**config.mk**
```make
export PLATFORM = sky130hd
export DESIGN_NAME = wb_stage
export DESIGN_NICKNAME = d
export VERILOG_FILES = /design/src/rtl/wb_pkg.sv /design/src/rtl/wb_stage_load_align.sv /design/src/rtl/wb_stage.sv
export SDC_FILE = /design/constraint.sdc
export NUM_CORES = 1
export LEC_CHECK = 0
export CAP_MARGIN = 25
export CORE_UTILIZATION = 47
export CTS_CLUSTER_DIAMETER = 60
export DETAILED_ROUTE_END_ITERATION = 10
export PLACE_DENSITY = 0.82
export SYNTH_ARGS = -nofsm -noshare
export SYNTH_HDL_FRONTEND = slang
export SYNTH_SLANG_ARGS = --single-unit
export TNS_END_PERCENT = 5
```
**constraint.sdc**
```tcl
create_clock -name clk -period 2.82 [get_ports clk]
set_input_delay 0.423 -clock clk [delete_from_list [all_inputs] [get_ports clk]]
set_output_delay 0.423 -clock clk [all_outputs]
set_load 0.01 [all_outputs]
```
**src/rtl/wb_pkg.sv**
```systemverilog
// Write-back stage shared definitions: load encodings, state encoding
// and the load alignment legality check.
package wb_pkg;

    localparam logic [2:0] LT_LB  = 3'b000;
    localparam logic [2:0] LT_LH  = 3'b001;
    localparam logic [2:0] LT_LW  = 3'b010;
    localparam logic [2:0] LT_LBU = 3'b100;
    localparam logic [2:0] LT_LHU = 3'b101;

    localparam logic [0:0] S_IDLE      = 1'b0;
    localparam logic [0:0] S_WAIT_LOAD = 1'b1;

    // Unlisted encodings behave as LW, so they need word alignment.
    function automatic logic is_misaligned(
        input logic [2:0] lt,
        input logic [1:0] off
    );
        logic r;
        r = 1'b0;
        case (lt)
            LT_LB, LT_LBU: r = 1'b0;
            LT_LH, LT_LHU: r = off[0];
            default:       r = (off != 2'b00);
        endcase
        return r;
    endfunction

endpackage

```
**src/rtl/wb_stage_load_align.sv**
```systemverilog
// Load data aligner: picks the byte/half selected by the address offset
// and sign- or zero-extends it to 32 bits.
module load_align
    import wb_pkg::*;
(
    input  logic [31:0] rdata_i,
    input  logic [2:0]  type_i,
    input  logic [1:0]  off_i,
    output logic [31:0] result_o
);

    logic [7:0]  byte_sel;
    logic [15:0] half_sel;

    always_comb begin
        byte_sel = rdata_i[{off_i, 3'b000} +: 8];
        half_sel = off_i[1] ? rdata_i[31:16] : rdata_i[15:0];
        case (type_i)
            LT_LB:   result_o = {{24{byte_sel[7]}}, byte_sel};
            LT_LBU:  result_o = {24'd0, byte_sel};
            LT_LH:   result_o = {{16{half_sel[15]}}, half_sel};
            LT_LHU:  result_o = {16'd0, half_sel};
            default: result_o = rdata_i;
        endcase
    end

endmodule

```
**src/rtl/wb_stage.sv**
```systemverilog
// Write-back stage: retires EX/MEM instructions, waits for load data,
// and drives one register file write per instruction.
module wb_stage
    import wb_pkg::*;
#(
    parameter int TIMEOUT = 16,
    parameter int CNT_W   = 16
) (
    input  logic             clk,
    input  logic             SYS_reset,
    input  logic             MEM_valid,
    input  logic             MEM_reg_write,
    input  logic             MEM_mem_read,
    input  logic [2:0]       MEM_load_type,
    input  logic [4:0]       MEM_rd,
    input  logic [31:0]      MEM_alu_result,
    input  logic             DMEM_rvalid,
    input  logic [31:0]      DMEM_rdata,
    output logic             WB_stall,
    output logic             REG_write_1,
    output logic [4:0]       REG_address_wr,
    output logic [31:0]      REG_data_wb_in1,
    output logic             WB_misaligned,
    output logic             WB_timeout,
    output logic [CNT_W-1:0] WB_retire_cnt
);

    localparam int TW = $clog2(TIMEOUT) + 1;

    logic [0:0]       state_q, state_d;
    logic [4:0]       rd_q, rd_d;
    logic             regw_q, regw_d;
    logic [2:0]       lt_q, lt_d;
    logic [1:0]       off_q, off_d;
    logic [TW-1:0]    wcnt_q, wcnt_d;
    logic             we_q, we_d;
    logic [4:0]       addr_q, addr_d;
    logic [31:0]      data_q, data_d;
    logic             mis_q, mis_d;
    logic             to_q, to_d;
    logic [CNT_W-1:0] ret_q, ret_d;
    logic             retire;
    logic [31:0]      ld_data;

    load_align u_align (
        .rdata_i  (DMEM_rdata),
        .type_i   (lt_q),
        .off_i    (off_q),
        .result_o (ld_data)
    );

    always_comb begin
        state_d = state_q;
        rd_d    = rd_q;
        regw_d  = regw_q;
        lt_d    = lt_q;
        off_d   = off_q;
        wcnt_d  = wcnt_q;
        we_d    = 1'b0;
        addr_d  = addr_q;
        data_d  = data_q;
        mis_d   = 1'b0;
        to_d    = 1'b0;
        retire  = 1'b0;
        case (state_q)
            S_IDLE: begin
                if (MEM_valid) begin
                    if (!MEM_mem_read) begin
                        we_d   = MEM_reg_write && (MEM_rd != 5'd0);
                        retire = 1'b1;
                        if (we_d) begin
                            addr_d = MEM_rd;
                            data_d = MEM_alu_result;
                        end
                    end else if (is_misaligned(MEM_load_type,
                                               MEM_alu_result[1:0])) begin
                        mis_d  = 1'b1;
                        retire = 1'b1;
                    end else begin
                        rd_d    = MEM_rd;
                        regw_d  = MEM_reg_write;
                        lt_d    = MEM_load_type;
                        off_d   = MEM_alu_result[1:0];
                        wcnt_d  = '0;
                        state_d = S_WAIT_LOAD;
                    end
                end
            end
            default: begin
                // Data arriving on the expiry cycle still counts.
                if (DMEM_rvalid) begin
                    we_d    = regw_q && (rd_q != 5'd0);
                    retire  = 1'b1;
                    state_d = S_IDLE;
                    if (we_d) begin
                        addr_d = rd_q;
                        data_d = ld_data;
                    end
                end else if (wcnt_q == TW'(TIMEOUT - 1)) begin
                    to_d    = 1'b1;
                    retire  = 1'b1;
                    state_d = S_IDLE;
                end else begin
                    wcnt_d = wcnt_q + TW'(1);
                end
            end
        endcase
        ret_d = ret_q + CNT_W'(retire);
    end

    always_ff @(posedge clk or posedge SYS_reset) begin
        if (SYS_reset) begin
            state_q <= S_IDLE;
            rd_q    <= '0;
            regw_q  <= 1'b0;
            lt_q    <= '0;
            off_q   <= '0;
            wcnt_q  <= '0;
            we_q    <= 1'b0;
            addr_q  <= '0;
            data_q  <= '0;
            mis_q   <= 1'b0;
            to_q    <= 1'b0;
            ret_q   <= '0;
        end else begin
            state_q <= state_d;
            rd_q    <= rd_d;
            regw_q  <= regw_d;
            lt_q    <= lt_d;
            off_q   <= off_d;
            wcnt_q  <= wcnt_d;
            we_q    <= we_d;
            addr_q  <= addr_d;
            data_q  <= data_d;
            mis_q   <= mis_d;
            to_q    <= to_d;
            ret_q   <= ret_d;
        end
    end

    assign WB_stall        = (state_q == S_WAIT_LOAD);
    assign REG_write_1     = we_q;
    assign REG_address_wr  = addr_q;
    assign REG_data_wb_in1 = data_q;
    assign WB_misaligned   = mis_q;
    assign WB_timeout      = to_q;
    assign WB_retire_cnt   = ret_q;

endmodule
```
==> flow_summary.toml <==
[outcome]
outcome = "finished, final reports clean"

[drt]
wl_per_cell_um = 18.6
routed_wl_um = 12300
highest_layer = "met4"
via_count = 3999
wl_met1_um = 5150
drc = 0
drt-pass1-iter-count = 5
drtIter0Drc = 335
met3_wirelength_um = 976
route.met2.wl_um = 5920
routed_via_density = 6.03
ant_nets = 0

[global_route]
grt_overflow = 0
grt_pass1_wl_um = 19900
grt_max_degree = 55
grt_pass1_vias = 3766
antenna_found_initial = 0
grt_usage_pct = 26.8

[critical_path]
start_kind = "flop"
slowest_stage = "dfrtp_1"
reg2regPathDepth = 10
worst_path_most_repeated_cell = "ha_1"
setup.worst_path.end_class = "flop"
path_depth = 10
crit_start = "wcnt_q[0]$_DFFE_PP0P_"
crit_family = "simple AND/OR/NAND/NOR gates"
cp.required_ns = 3.07
critPathKind = "flop to flop"
crit_chain = "ha_1 -> and3_1 -> ha_1 -> nor3b_1 -> nor2_1 -> ha_1 -> ha_1 -> nand4_1 -> nor2_1 -> xor2_1"
crit_arrival_ns = 2.78
path_buf_inv = 0
cpPeakStageDelay_ns = 0.43
cp_max_fo = 5
r2r-start = "wcnt_q[0]$_DFFE_PP0P_"

[cts]
path_clk_slew_ns = 0.09
cts_hold_buf = 0
postCtsSetupBuffers = 0
cts_resized = 0
cts_buffers = 9
clk_latency_ns = 0.36
cts_root_buf = "clkbuf_8"
cts_tree = "done"
clockBufferDepth = 2
cts_sinks = 73
cts_max_level = 3

[floorplan]
core.rowCount = 34
num_io_pins = 135
die_h_um = 96.9
fp.dieArea_um2 = 9380
die_w_um = 96.9
core_um2 = 8720
initial_utilization_pct = 48.5

[timing]
setup_ws_ns = 0.286
drv_slew = 0
whs_ns = 0.437
period_share_pct = 89.9
hold_viol = 0
worst_slew_pin_slew_ns = 0.956
tns_ns = 0
clock_skew_ns = 0.0148
maxSlewHeadroom_pct = 36.3
final.min_clock_period_ns = 2.53
rsz0062_at_grt = "no"
finalSetupViolations = 0
max_freq_ghz = 0.395

[layout]
diodes = 0
final_nets = 633
fin_area_um2 = 5850
final_cells = 663
syn_to_final_growth_pct = 38.2
drive_gt1_share_pct = 10.1

[run]
cap_violations = 0

[placement]
hpwlAfterDp_um = 9230
place_inst = 647
placed_cell_area_um2 = 5620
post-place-ws_ns = 0.290
place_congestion = 0.860
io_buffers = 134

[synth]
yosysWarnings = 0
async_reset_ff_share_pct = 100
synth-seq-cells = 73
synth_nets = 515
synth_cell_types = 59
synth_top_area_cell = "dfrtp_1"
ys_seq_area_share_pct = 43.2
synth_top_area_share_pct = 43.2
syn_area_per_cell_um2 = 9.79
synth_edf_count = 0
syn_inst = 432
synth_ff_type = "dfrtp_1"
synth_area_um2 = 4230
synth_area_leaders = "dfrtp_1 43%, o21ai_0 3.9%, o311ai_0 3.3%, mux2i_1 3.1%, o31ai_2 3.0%"

[power_and_ir_drop]
total_leakage_power_nw = 2.34
vdd_drop_max_mv = 0.523
power.density_nw_per_um2 = 733

[hold_path]
hold_path.class = "primary input to asynchronous set/reset pin"
[sequential cells by signal, indices dropped and copies added, names as in the netlist]
signal / flops
WB_stall: 1
WB_misaligned: 1
regw_q: 1
lt_q: 3
REG_data_wb_in1: 32
WB_timeout: 1
REG_address_wr: 5
WB_retire_cnt: 16
REG_write_1: 1
wcnt_q: 5
off_q: 2
rd_q: 5
[report_power, final]
| part | internal, mW | total (mW) | switching, mW |
|---|---|---|---|
| Combinational | 0.906 | 1.73 | 0.827 |
| Sequential | 1.35 | 1.63 | 0.272 |
| Clock | 0.507 | 0.928 | 0.421 |
[kinds of logic after synthesis]
group,after synthesis,share of synthesized area (%)
compound gates,154,27.3
buf+inv,49,5.29
flops,73,43.2
xor+xnor,15,3.11
fa+ha+maj,5,1.48
mux,26,6.71
simple gates,110,13.0
[worst paths after layout]
kind,slack (ns),to
min in group clk,0.48,WB_retire_cnt[15]$_DFF_PP0_
min,0.44,REG_data_wb_in1[21]$_DFFE_PP0P_
max in group asynchronous,1.76,WB_stall$_DFF_PP0_
max reg2reg,0.29,WB_retire_cnt[12]$_DFF_PP0_
min reg2reg,0.48,WB_retire_cnt[15]$_DFF_PP0_
max,0.29,WB_retire_cnt[12]$_DFF_PP0_
[per-layer routing]
metal	vias up	global-route usage (%)
li1	1868	-
met1	1905	36.5
met2	197	41.5
met3	29	6.58
met4	0	9.30
met5	-	0
[area by class of cell]
cell class              count  area [um2]
fillers                   692        2870
multi-input cells         310        2190
flip-flops and latches     73        1830
repair buffers            143        1420
well taps                 108         135
clock buffers               9         124
clock inverters             7         100
inverters                  13        48.8
[stage by stage]
stage / power (mW) / util (%)
4_1_cts: 4.30 / 67.1
3_5_place_dp: 3.37 / 64.5
6_report: 4.29 / 67.1
2_1_floorplan: 2.51 / -
3_3_place_gp: 3.30 / 64.5
5_1_grt: 4.52 / 67.1
[Yosys cell counts (4+ instances only)]
cell / n
inv_1: 11
mux2_2: 7
nand2b_1: 4
a2bb2oi_1: 6
nand3_1: 7
mux2_1: 4
o31ai_2: 10
clkbuf_1: 21
buf_2: 11
xor2_1: 4
o21ai_0: 33
o221ai_1: 5
nor2_1: 30
a31oi_1: 5
a211oi_1: 7
o21ai_1: 6
ha_1: 5
nor3_1: 5
o31ai_1: 13
a21oi_1: 24
nand2_1: 33
mux2i_1: 13
o211ai_1: 6
dfrtp_1: 73
nor2b_1: 4
nand4_1: 6
o32ai_1: 6
xnor2_1: 11
o311ai_0: 16
[cells in the final DEF, fill, tap and decap left out, types with 5 or more instances in the layout]
cell type and n:
a211oi_1 7, a21oi_1 24, a2bb2oi_1 6, a31oi_1 5, buf_4 8, clkbuf_8 9, clkdlybuf4s50_1 134, dfrtp_1 72
ha_1 5, inv_1 10, mux2_2 7, mux2i_1 13, nand2_1 33, nand3_1 7, nand4_1 6, nor2_1 30
nor3_1 5, o211ai_1 6, o21ai_0 33, o21ai_1 6, o221ai_1 5, o311ai_0 16, o31ai_1 13, o31ai_2 10
o32ai_1 6, xnor2_1 11
Power figures use the tool's default switching activity.
